## config.mk

```make
export PLATFORM = sky130hd
export DESIGN_NAME = fb_write_sched
export DESIGN_NICKNAME = d
export VERILOG_FILES = /design/src/rtl/fb_write_sched.sv
export SDC_FILE = /design/constraint.sdc
export NUM_CORES = 1
export LEC_CHECK = 0
export CAP_MARGIN = 40
export CORE_ASPECT_RATIO = 1.4
export CORE_MARGIN = 4
export CORE_UTILIZATION = 30
export CTS_BUF_LIST = sky130_fd_sc_hd__clkbuf_8
export DETAILED_ROUTE_END_ITERATION = 16
export GPL_TIMING_DRIVEN = 1
export PLACE_DENSITY = 0.7
export SKIP_LAST_GASP = 1
export SYNTH_ARGS = -nofsm -noshare
export SYNTH_HDL_FRONTEND = slang
export SYNTH_SLANG_ARGS = --single-unit
```

## constraint.sdc

```tcl
create_clock -name clk -period 3 [get_ports clk]
set_input_delay 0.3 -clock clk [delete_from_list [all_inputs] [get_ports clk]]
set_output_delay 0.3 -clock clk [all_outputs]
set_load 0.05 [all_outputs]
```

## src/rtl/fb_write_sched.sv

```systemverilog
// Round-robin arbiter for the framebuffer write port, gated to vertical blanking.
// Define FB_ACTIVE_WRITE_EN to open the write window in every state.
module fb_write_sched #(
    parameter int NREQ    = 4,
    parameter int AW      = 16,
    parameter int DW      = 8,
    parameter int VACTIVE = 480,
    parameter int VTOTAL  = 525,
    parameter int GUARD   = 2
) (
    input  logic                 clk,
    input  logic                 rst,
    input  logic [9:0]           vc,
    input  logic [NREQ-1:0]      req,
    input  logic [NREQ*AW-1:0]   req_addr,
    input  logic [NREQ*DW-1:0]   req_data,
    output logic [NREQ-1:0]      gnt,
    output logic                 wr_en,
    output logic [AW-1:0]        wr_addr,
    output logic [DW-1:0]        wr_data,
    output logic                 window,
    output logic                 frame_start,
    output logic [15:0]          wr_count
);

    localparam int PW = $clog2(NREQ);

    localparam logic [1:0] ACTIVE = 2'd0;
    localparam logic [1:0] BLANK  = 2'd1;
    localparam logic [1:0] CLOSE  = 2'd2;

    localparam logic [9:0] VC_OPEN = 10'(VACTIVE);
    localparam logic [9:0] VC_SHUT = 10'(VTOTAL - GUARD);

    logic [1:0]    state;
    logic [1:0]    state_nx;
    logic [PW-1:0] ptr;
    logic [PW-1:0] gnt_idx;
    logic          gnt_any;
    logic          open_edge;
    logic [AW-1:0] sel_addr;
    logic [DW-1:0] sel_data;
    logic [15:0]   cnt_base;
    logic [15:0]   cnt_nx;

    assign open_edge = (state == ACTIVE) && (vc == VC_OPEN);

    always_comb begin
        state_nx = state;
        case (state)
            ACTIVE: if (open_edge) state_nx = BLANK;
            BLANK:  if (vc == VC_SHUT) state_nx = CLOSE;
            CLOSE:  if (vc == 10'd0) state_nx = ACTIVE;
            default: state_nx = ACTIVE;
        endcase
    end

`ifdef FB_ACTIVE_WRITE_EN
    assign window = ~rst;
`else
    assign window = ~rst & (state == BLANK);
`endif

    // Two passes: indices above ptr first, then wrap to 0..ptr.
    always_comb begin
        gnt_any = 1'b0;
        gnt_idx = ptr;
        for (int i = 0; i < NREQ; i++) begin
            if (!gnt_any && req[i] && (PW'(i) > ptr)) begin
                gnt_any = 1'b1;
                gnt_idx = PW'(i);
            end
        end
        for (int i = 0; i < NREQ; i++) begin
            if (!gnt_any && req[i] && (PW'(i) <= ptr)) begin
                gnt_any = 1'b1;
                gnt_idx = PW'(i);
            end
        end
        gnt = (window && gnt_any) ? (NREQ'(1) << gnt_idx) : '0;
    end

    always_comb begin
        sel_addr = '0;
        sel_data = '0;
        for (int i = 0; i < NREQ; i++) begin
            if (gnt[i]) begin
                sel_addr = req_addr[i*AW +: AW];
                sel_data = req_data[i*DW +: DW];
            end
        end
    end

    // Clear at window entry happens before the increment of a same-cycle grant.
    always_comb begin
        cnt_base = open_edge ? 16'd0 : wr_count;
        cnt_nx   = cnt_base;
        if (|gnt && cnt_base != 16'hFFFF)
            cnt_nx = cnt_base + 16'd1;
    end

    always_ff @(posedge clk or posedge rst) begin
        if (rst) begin
            state       <= ACTIVE;
            ptr         <= PW'(NREQ - 1);
            wr_en       <= 1'b0;
            wr_addr     <= '0;
            wr_data     <= '0;
            frame_start <= 1'b0;
            wr_count    <= 16'd0;
        end else begin
            state       <= state_nx;
            frame_start <= open_edge;
            wr_en       <= |gnt;
            wr_count    <= cnt_nx;
            if (|gnt) begin
                ptr     <= gnt_idx;
                wr_addr <= sel_addr;
                wr_data <= sel_data;
            end
        end
    end

endmodule

```

==> summary.txt, run 1 <==
Logic synthesis
  – #FFs+latches synth: 46
  – Post-synth top flop: dfrtp_1
  – Simple-gate share of the synthesized area: 0.246
  – Number of flops mapped to enable cells by yosys: 0
  – Asr flop ratio synth: 1.00
  – Largest family of logic cells by synthesized area: simple AND/OR/NAND/NOR gates
  – Ys Warns: 0
  – Biggest area consumer among synthesized cells: dfrtp_1
  – Synth Area in Adders: 0.00438
  – Area share of the largest cell type after synthesis: 0.385
  – Post-Synthesis Cell Area: 2860 µm²
  – Mux contribution to synthesized area: 0.120
  – Cells after Synth: 295
  – Syn avg cell area: approximately 9.7 µm²
  – Synth cell types: 46
  – Synth top area cells: dfrtp_1, mux2i_1, a211oi_1
  – Compound-Gate Fraction of Synth Area: 0.156
  – Xor/xnor share of the synthesized area: 0.0245
  – Synth Net Count: 408
  – Seq/Total Area, Yosys: 0.404

Power and ir drop
  – Internal: 1040 µW
  – Worst vdd rail ir drop: 0.000219 V
  – Combinational share of power: 0.185
  – Power share of the clock group: 0.351
  – Switching component of the power: 302 µW
  – Sw Ratio: 0.226
  – Leak Pwr: just under 0.002 µW
  – Seq pwr share: 0.464
  – PD cells: approximately 280 nW/µm²

GRT
  – Largest net degree at the start of global routing: 35
  – First-pass GRT wire length: 15.3 mm
  – Initial antenna violation count: 0
  – Grt total ovfl: 0
  – Vias in the first global route: 3,246
  – Total GRT Usage: 0.168

Critical path
  – CP peak stage delay: 450 ps
  – CP max stage cell: clkdlybuf4s50_1
  – Reg2reg end: wr_addr[1]
  – Critical path buffers and inverters: 4
  – Setup crit start: rst
  – Crit-path leading delay family: simple AND/OR/NAND/NOR gates
  – R2r setup slk: 560 ps
  – CP dominant cell by count: nand2_1
  – Startpoint types: primary input
  – Critical Path AT: between 2000 and 2500 ps
  – FF-to-FF Start: state[0]
  – Critical path class: in2out
  – Worst path required time: 2700 ps
  – CP endpoint kind: primary output
  – Critical Path Fanout Max: 15
  – CP cell instances: clkdlybuf4s50_1 > or3b_4 > inv_1 > nand2_1 > inv_2 > nand2_1 > nor2_1 > buf_12
  – Reg2Reg Depth: 8

Clock tree
  – H-Tree Depth: 2
  – Clock Latency Late Sink: 300 ps
  – Worst-case clock buffer depth: 2
  – Reg clk slew, reported paths: 90 ps
  – Post-CTS sizing: 0
  – Clock sinks: 46
  – CTS Buf Count: 5
  – Hold_buf cts: 0
  – CTS tree: built
  – Clock Root Buffer: clkbuf_8
  – Postcts setup bufs: 0

Cells and area
  – Fillers: 865
  – Final net count: between 500 and 600
  – Cell area after layout: approximately 4700 µm²
  – Share of layout cells above drive strength 1: 0.0939
  – Area Overhead vs Synth: 65.8%
  – Ant. Diodes: 0

Placed design
  – Routability cong.: ~0.83
  – Detailed-placement wirelength estimate: 7.53 mm
  – Placed Area: 4620 µm²
  – Port-buffer cells: around 160

Route
  – Antenna-violating nets left: 0
  – Avg WL per Cell: 16.6 µm
  – DRC viols: 0
  – Total number of vias: 3,001
  – Vias per cell: roughly 5.3
  – 1st-iter DRT viols: 73
  – TritonRoute pass-1 iters: 4
  – Routed WL: 9.39 mm

Floorplanning
  – Core ar.: 9180 µm²
  – Die Area: 11,200 µm²
  – Die height: 123 µm
  – # rows: 41
  – Die width: 90.5 µm
  – IO Count: around 160
  – Initial Utilization: 0.311

Worst hold path
  – Hold/Removal Path Class: in2async

Timing
  – Worst-Margin Slew: 665 ps
  – Final setup TNS: 0 ps
  – FMAX: 362 MHz
  – Fin crit period: 2760 ps
  – Clk_skew: 11.7 ps
  – RSZ-0062 raised after global routing: no
  – Slew margin rel.: 0.555
  – Setup violators final: 0
  – Final hold vios: 0
  – Pins Over Slew Limit: 0
  – Fin crit share: 0.922

Outcome
  – Status: completed

Run
  – Maxcap violations: 0
-- power by group through the flow --
stage	registers (µW)	logic (µW)	clock network, µW
6_report	621	248	469
5_1_grt	621	269	504
4_1_cts	621	251	486
3_5_place_dp	633	250	0
3_3_place_gp	633	248	0
2_1_floorplan	633	84.3	0
-- cells in the mapped netlist, types with 2 or more instances --
cell type and count:
clkbuf_1 8, xnor2_1 5, nand3_1 9, o221ai_1 7, nand4_1 4, nor4_1 3, buf_6 2, dfrtp_1 44
a31oi_1 4, and2_1 3, nand2b_1 4, o21ai_0 3, nor4b_1 19, and4b_1 2, mux2i_1 33, buf_4 2
a211oi_1 38, inv_1 4, a31o_2 2, or4_1 3, nand2_1 18, and3_1 2, nor2_2 2, nor3_1 7
xor2_1 3, dfstp_2 2, buf_2 9, nor2_1 35
-- worst max path at each step --
stage | slack [ps] | end | depth (start not counted)
after floorplan | 250 | gnt[2] | 7
after global placement | 110 | wr_count[12] | 11
after detailed placement | 30 | wr_count[10] | 11
after CTS | 210 | gnt[3] | 7
after global routing | 60 | gnt[3] | 7
final | 240 | gnt[3] | 8
-- flip-flops by register name (all words and copies together), names as in the netlist --
register / count
ptr: 2
frame_start: 1
state: 2
wr_en: 1
wr_count: 16
wr_addr: 16
wr_data: 8
-- metal layers --
layer | wire (µm) | share of wire | vias up | GRT usage
li1 | - | - | 1446 | -
met1 | 3450 | 0.37 | 1412 | 0.183
met3 | 819 | 0.087 | 9 | 0.0493
met5 | 0 | 0 | - | 0
met4 | 123 | 0.013 | 0 | 0.0441
met2 | 5000 | 0.53 | 134 | 0.318
-- cell type report --
cell class | instances | area, µm² | share of cell area
inverters | 5 | 18.8 | 0.00396
repair buffers | 176 | 1740 | 0.368
flip-flops and latches | 46 | 1150 | 0.244
multi-input cells | 223 | 1570 | 0.332
clock inverters | 3 | 43.8 | 0.00924
well taps | 107 | 134 | 0.0283
clock buffers | 5 | 68.8 | 0.0145
-- stage by stage --
stage | total power [µW] | setup WS [ps] | hold WS, ps | utilization | instances
CTS | 1360 | 210 | 289 | 0.516 | 565
floorplan | 717 | 253 | 472 | - | 295
global placement | 881 | 107 | 475 | 0.504 | 557
global route | 1390 | 60.8 | 307 | 0.516 | 565
finish | 1340 | 235 | 298 | 0.516 | 565
detailed placement | 883 | 32.3 | 479 | 0.504 | 557
-- layout by cell type, fill, tap and decap left out, drive strengths merged, types with 2 or more instances in the layout --
master	Yosys	final
clkdlybuf4s50	0	154
dfrtp	44	44
a211oi	38	38
nor2	37	37
mux2i	33	33
buf	13	22
nor4b	19	19
nand2	18	18
nand3	9	9
nor3	8	8
o221ai	7	7
inv	5	6
xnor2	5	5
clkbuf	8	5
nand2b	4	4
a31oi	4	4
nand4	4	4
nor4	4	4
or4	3	3
o21ai	3	3
and2	3	3
xor2	3	3
and4b	2	2
and3	2	2
a31o	2	2
dfstp	2	2
-- cells by family after synthesis --
logic type	count (synthesis)
flops	46
compound gates	59
buf+inv	26
fa+ha+maj	1
xor+xnor	8
simple gates	121
mux	34
No activity file was read; power rests on OpenSTA's default activity.
==> run 2, diff against run 1 <==
Settings changed: SKIP_CTS_REPAIR_TIMING set to 1.
==> results of run 2 <==
The final DEF is identical to that of run 1; final timing and power are the same.
==> run 3, diff against run 2 <==
Settings changed: CTS_CLUSTER_DIAMETER set to 40, GPL_TIMING_DRIVEN 1 to not set.
Clock period 3 ns to 3.28 ns, I/O delays scaled along.
==> run 3 against run 2 <==
Clock power decreased by 8.7%. Via count decreased by 0.77%. Core utilization decreased by 0.14 points. Worst hold slack improved by 12 ps. Die area unchanged. Flip-flop and latch count unchanged.
==> summary.txt, run 3 (same netlist as run 1, synthesis figures left out) <==
Outcome
  – Status: completed

Critical path
  – CP cell instances: mux2i_1 > nor2_1 > or3_2 > nor2_1 > buf_12
  – Startpoint types: flip-flop
  – Critical Path AT: 2380 ps
  – Crit-path leading delay family: simple AND/OR/NAND/NOR gates
  – Critical path buffers and inverters: 1
  – CP endpoint kind: primary output
  – Reg2reg end: wr_addr[1]
  – R2r setup slk: 810 ps
  – CP max stage cell: or3_2
  – Crit. path cell count: 5
  – Worst path required time: 2950 ps
  – Reg2Reg Depth: 6
  – CP peak stage delay: 740 ps
  – Critical path class: reg2out
  – FF-to-FF Start: ptr[1]
  – Critical Path Fanout Max: 21
  – CP dominant cell by count: nor2_1

Cells and area
  – Final net count: 565
  – Biggest regs: wr_addr x16, wr_count x16, wr_data x8
  – Ant. Diodes: 0
  – Fillers: 880
  – Share of layout cells above drive strength 1: 0.0839
  – Commonest non-fill, non-tap cell in the layout: clkdlybuf4s50_1
  – Area Overhead vs Synth: 65.3%
  – Most frequent cells in the layout: clkdlybuf4s50_1, dfrtp_1, a211oi_1
  – Final core occ: 0.515

Floorplanning
  – Die height: between 100 and 150 µm
  – Die Area: 11,200 µm²
  – Die width: 90.5 µm
  – Initial Utilization: 0.311
  – IO Count: between 150 and 200
  – Core ar.: 9180 µm²
  – # rows: 41

Timing
  – Setup violators final: 0
  – Pins Over Slew Limit: 0
  – Hold WS: 310 ps
  – Final hold vios: 0
  – Worst-Margin Slew: 564 ps
  – Fin crit period: 2710 ps
  – Slew margin rel.: 0.624
  – Final setup TNS: 0 ps
  – Fin crit share: 0.826
  – FMAX: between 300 and 400 MHz
  – RSZ-0062 raised after global routing: no
  – Setup WS post-layout: 571 ps
  – Clk_skew: 9.42 ps

Clock tree
  – Worst-case clock buffer depth: 2
  – Clock Latency Late Sink: 300 ps
  – Reg clk slew, reported paths: 90 ps
  – CTS Buf Count: 5
  – Clock Root Buffer: clkbuf_8
  – H-Tree Depth: 2
  – CTS tree: built
  – Clock sinks: 46

Placed design
  – Detailed-placement wirelength estimate: approximately 7.5 mm
  – Routability cong.: 0.828
  – Port-buffer cells: between 150 and 200
  – DP Worst Slack: a little under 300 ps

Route
  – 1st-iter DRT viols: 108
  – Routed WL: ~9.5 mm
  – Total number of vias: 2,978
  – Vias per cell: 5.32
  – Avg WL per Cell: 16.9 µm
  – DRC viols: 0
  – Antenna-violating nets left: 0
  – TritonRoute pass-1 iters: 4

GRT
  – Vias in the first global route: 3,055
  – First-pass GRT wire length: roughly 15 mm
  – Largest net degree at the start of global routing: 37
  – Initial antenna violation count: 0
  – Total GRT Usage: 0.167
  – Grt total ovfl: 0

Power and ir drop
  – Seq pwr share: 0.464
  – Power share of the clock group: 0.349
  – Combinational share of power: 0.187
  – Switching component of the power: 274 µW
  – PD cells: 259 nW/µm²
  – Leak Pwr: 0.00193 µW
  – Internal: 950 µW
  – Sw Ratio: 0.224
  – Worst vdd rail ir drop: 0.000279 V

Worst hold path
  – Hold/Removal Path Class: in2async

Run
  – Maxcap violations: 0
## run 3: cell count changes in the layout (fill, tap and decap cells not counted), sizes merged
cell  before  now
buf       22   17
## run 3: per-layer routing
| layer | vias to the layer above | track usage | wire length (µm) |
|---|---|---|---|
| met5 | - | 0 | 0 |
| met4 | 0 | 0.0508 | 143 |
| met3 | 11 | 0.0584 | 921 |
| met2 | 134 | 0.307 | 4950 |
| met1 | 1400 | 0.180 | 3460 |
| li1 | 1433 | - | - |
## run 3: metrics by stage
stage          total power, µW  cells  instance area (µm²)
2_1_floorplan              656    295                 2860
3_3_place_gp               805    551                 4590
3_5_place_dp               810    552                 4610
4_1_cts                   1240    560                 4720
5_1_grt                   1270    560                 4720
6_report                  1220    560                 4720
## run 3: worst max path at each step
| stage | start | to | slack (ps) |
|---|---|---|---|
| 2_1_floorplan | state[1] | gnt[2] | 500 |
| 3_3_place_gp | vc[0] | wr_count[1] | 340 |
| 3_5_place_dp | vc[0] | wr_count[1] | 290 |
| 4_1_cts | ptr[1] | gnt[2] | 540 |
| 5_1_grt | ptr[1] | gnt[2] | 420 |
| 6_report | ptr[1] | gnt[2] | 570 |
## run 3: layout make-up
class	count	area (µm²)	area share
inverter	5	18.8	0.00397
timing repair buffer	171	1730	0.367
tap	107	134	0.0283
clock inverter	3	43.8	0.00927
multi-input combinational	223	1570	0.333
sequential	46	1150	0.244
clock buffer	5	68.8	0.0146
## run 3: power groups by stage
| stage | Sequential (µW) | Clock (µW) | Combinational (µW) |
|---|---|---|---|
| 2_1_floorplan | 579 | 0 | 77.1 |
| 3_3_place_gp | 579 | 0 | 226 |
| 3_5_place_dp | 579 | 0 | 231 |
| 4_1_cts | 568 | 444 | 232 |
| 5_1_grt | 568 | 459 | 247 |
| 6_report | 568 | 428 | 229 |
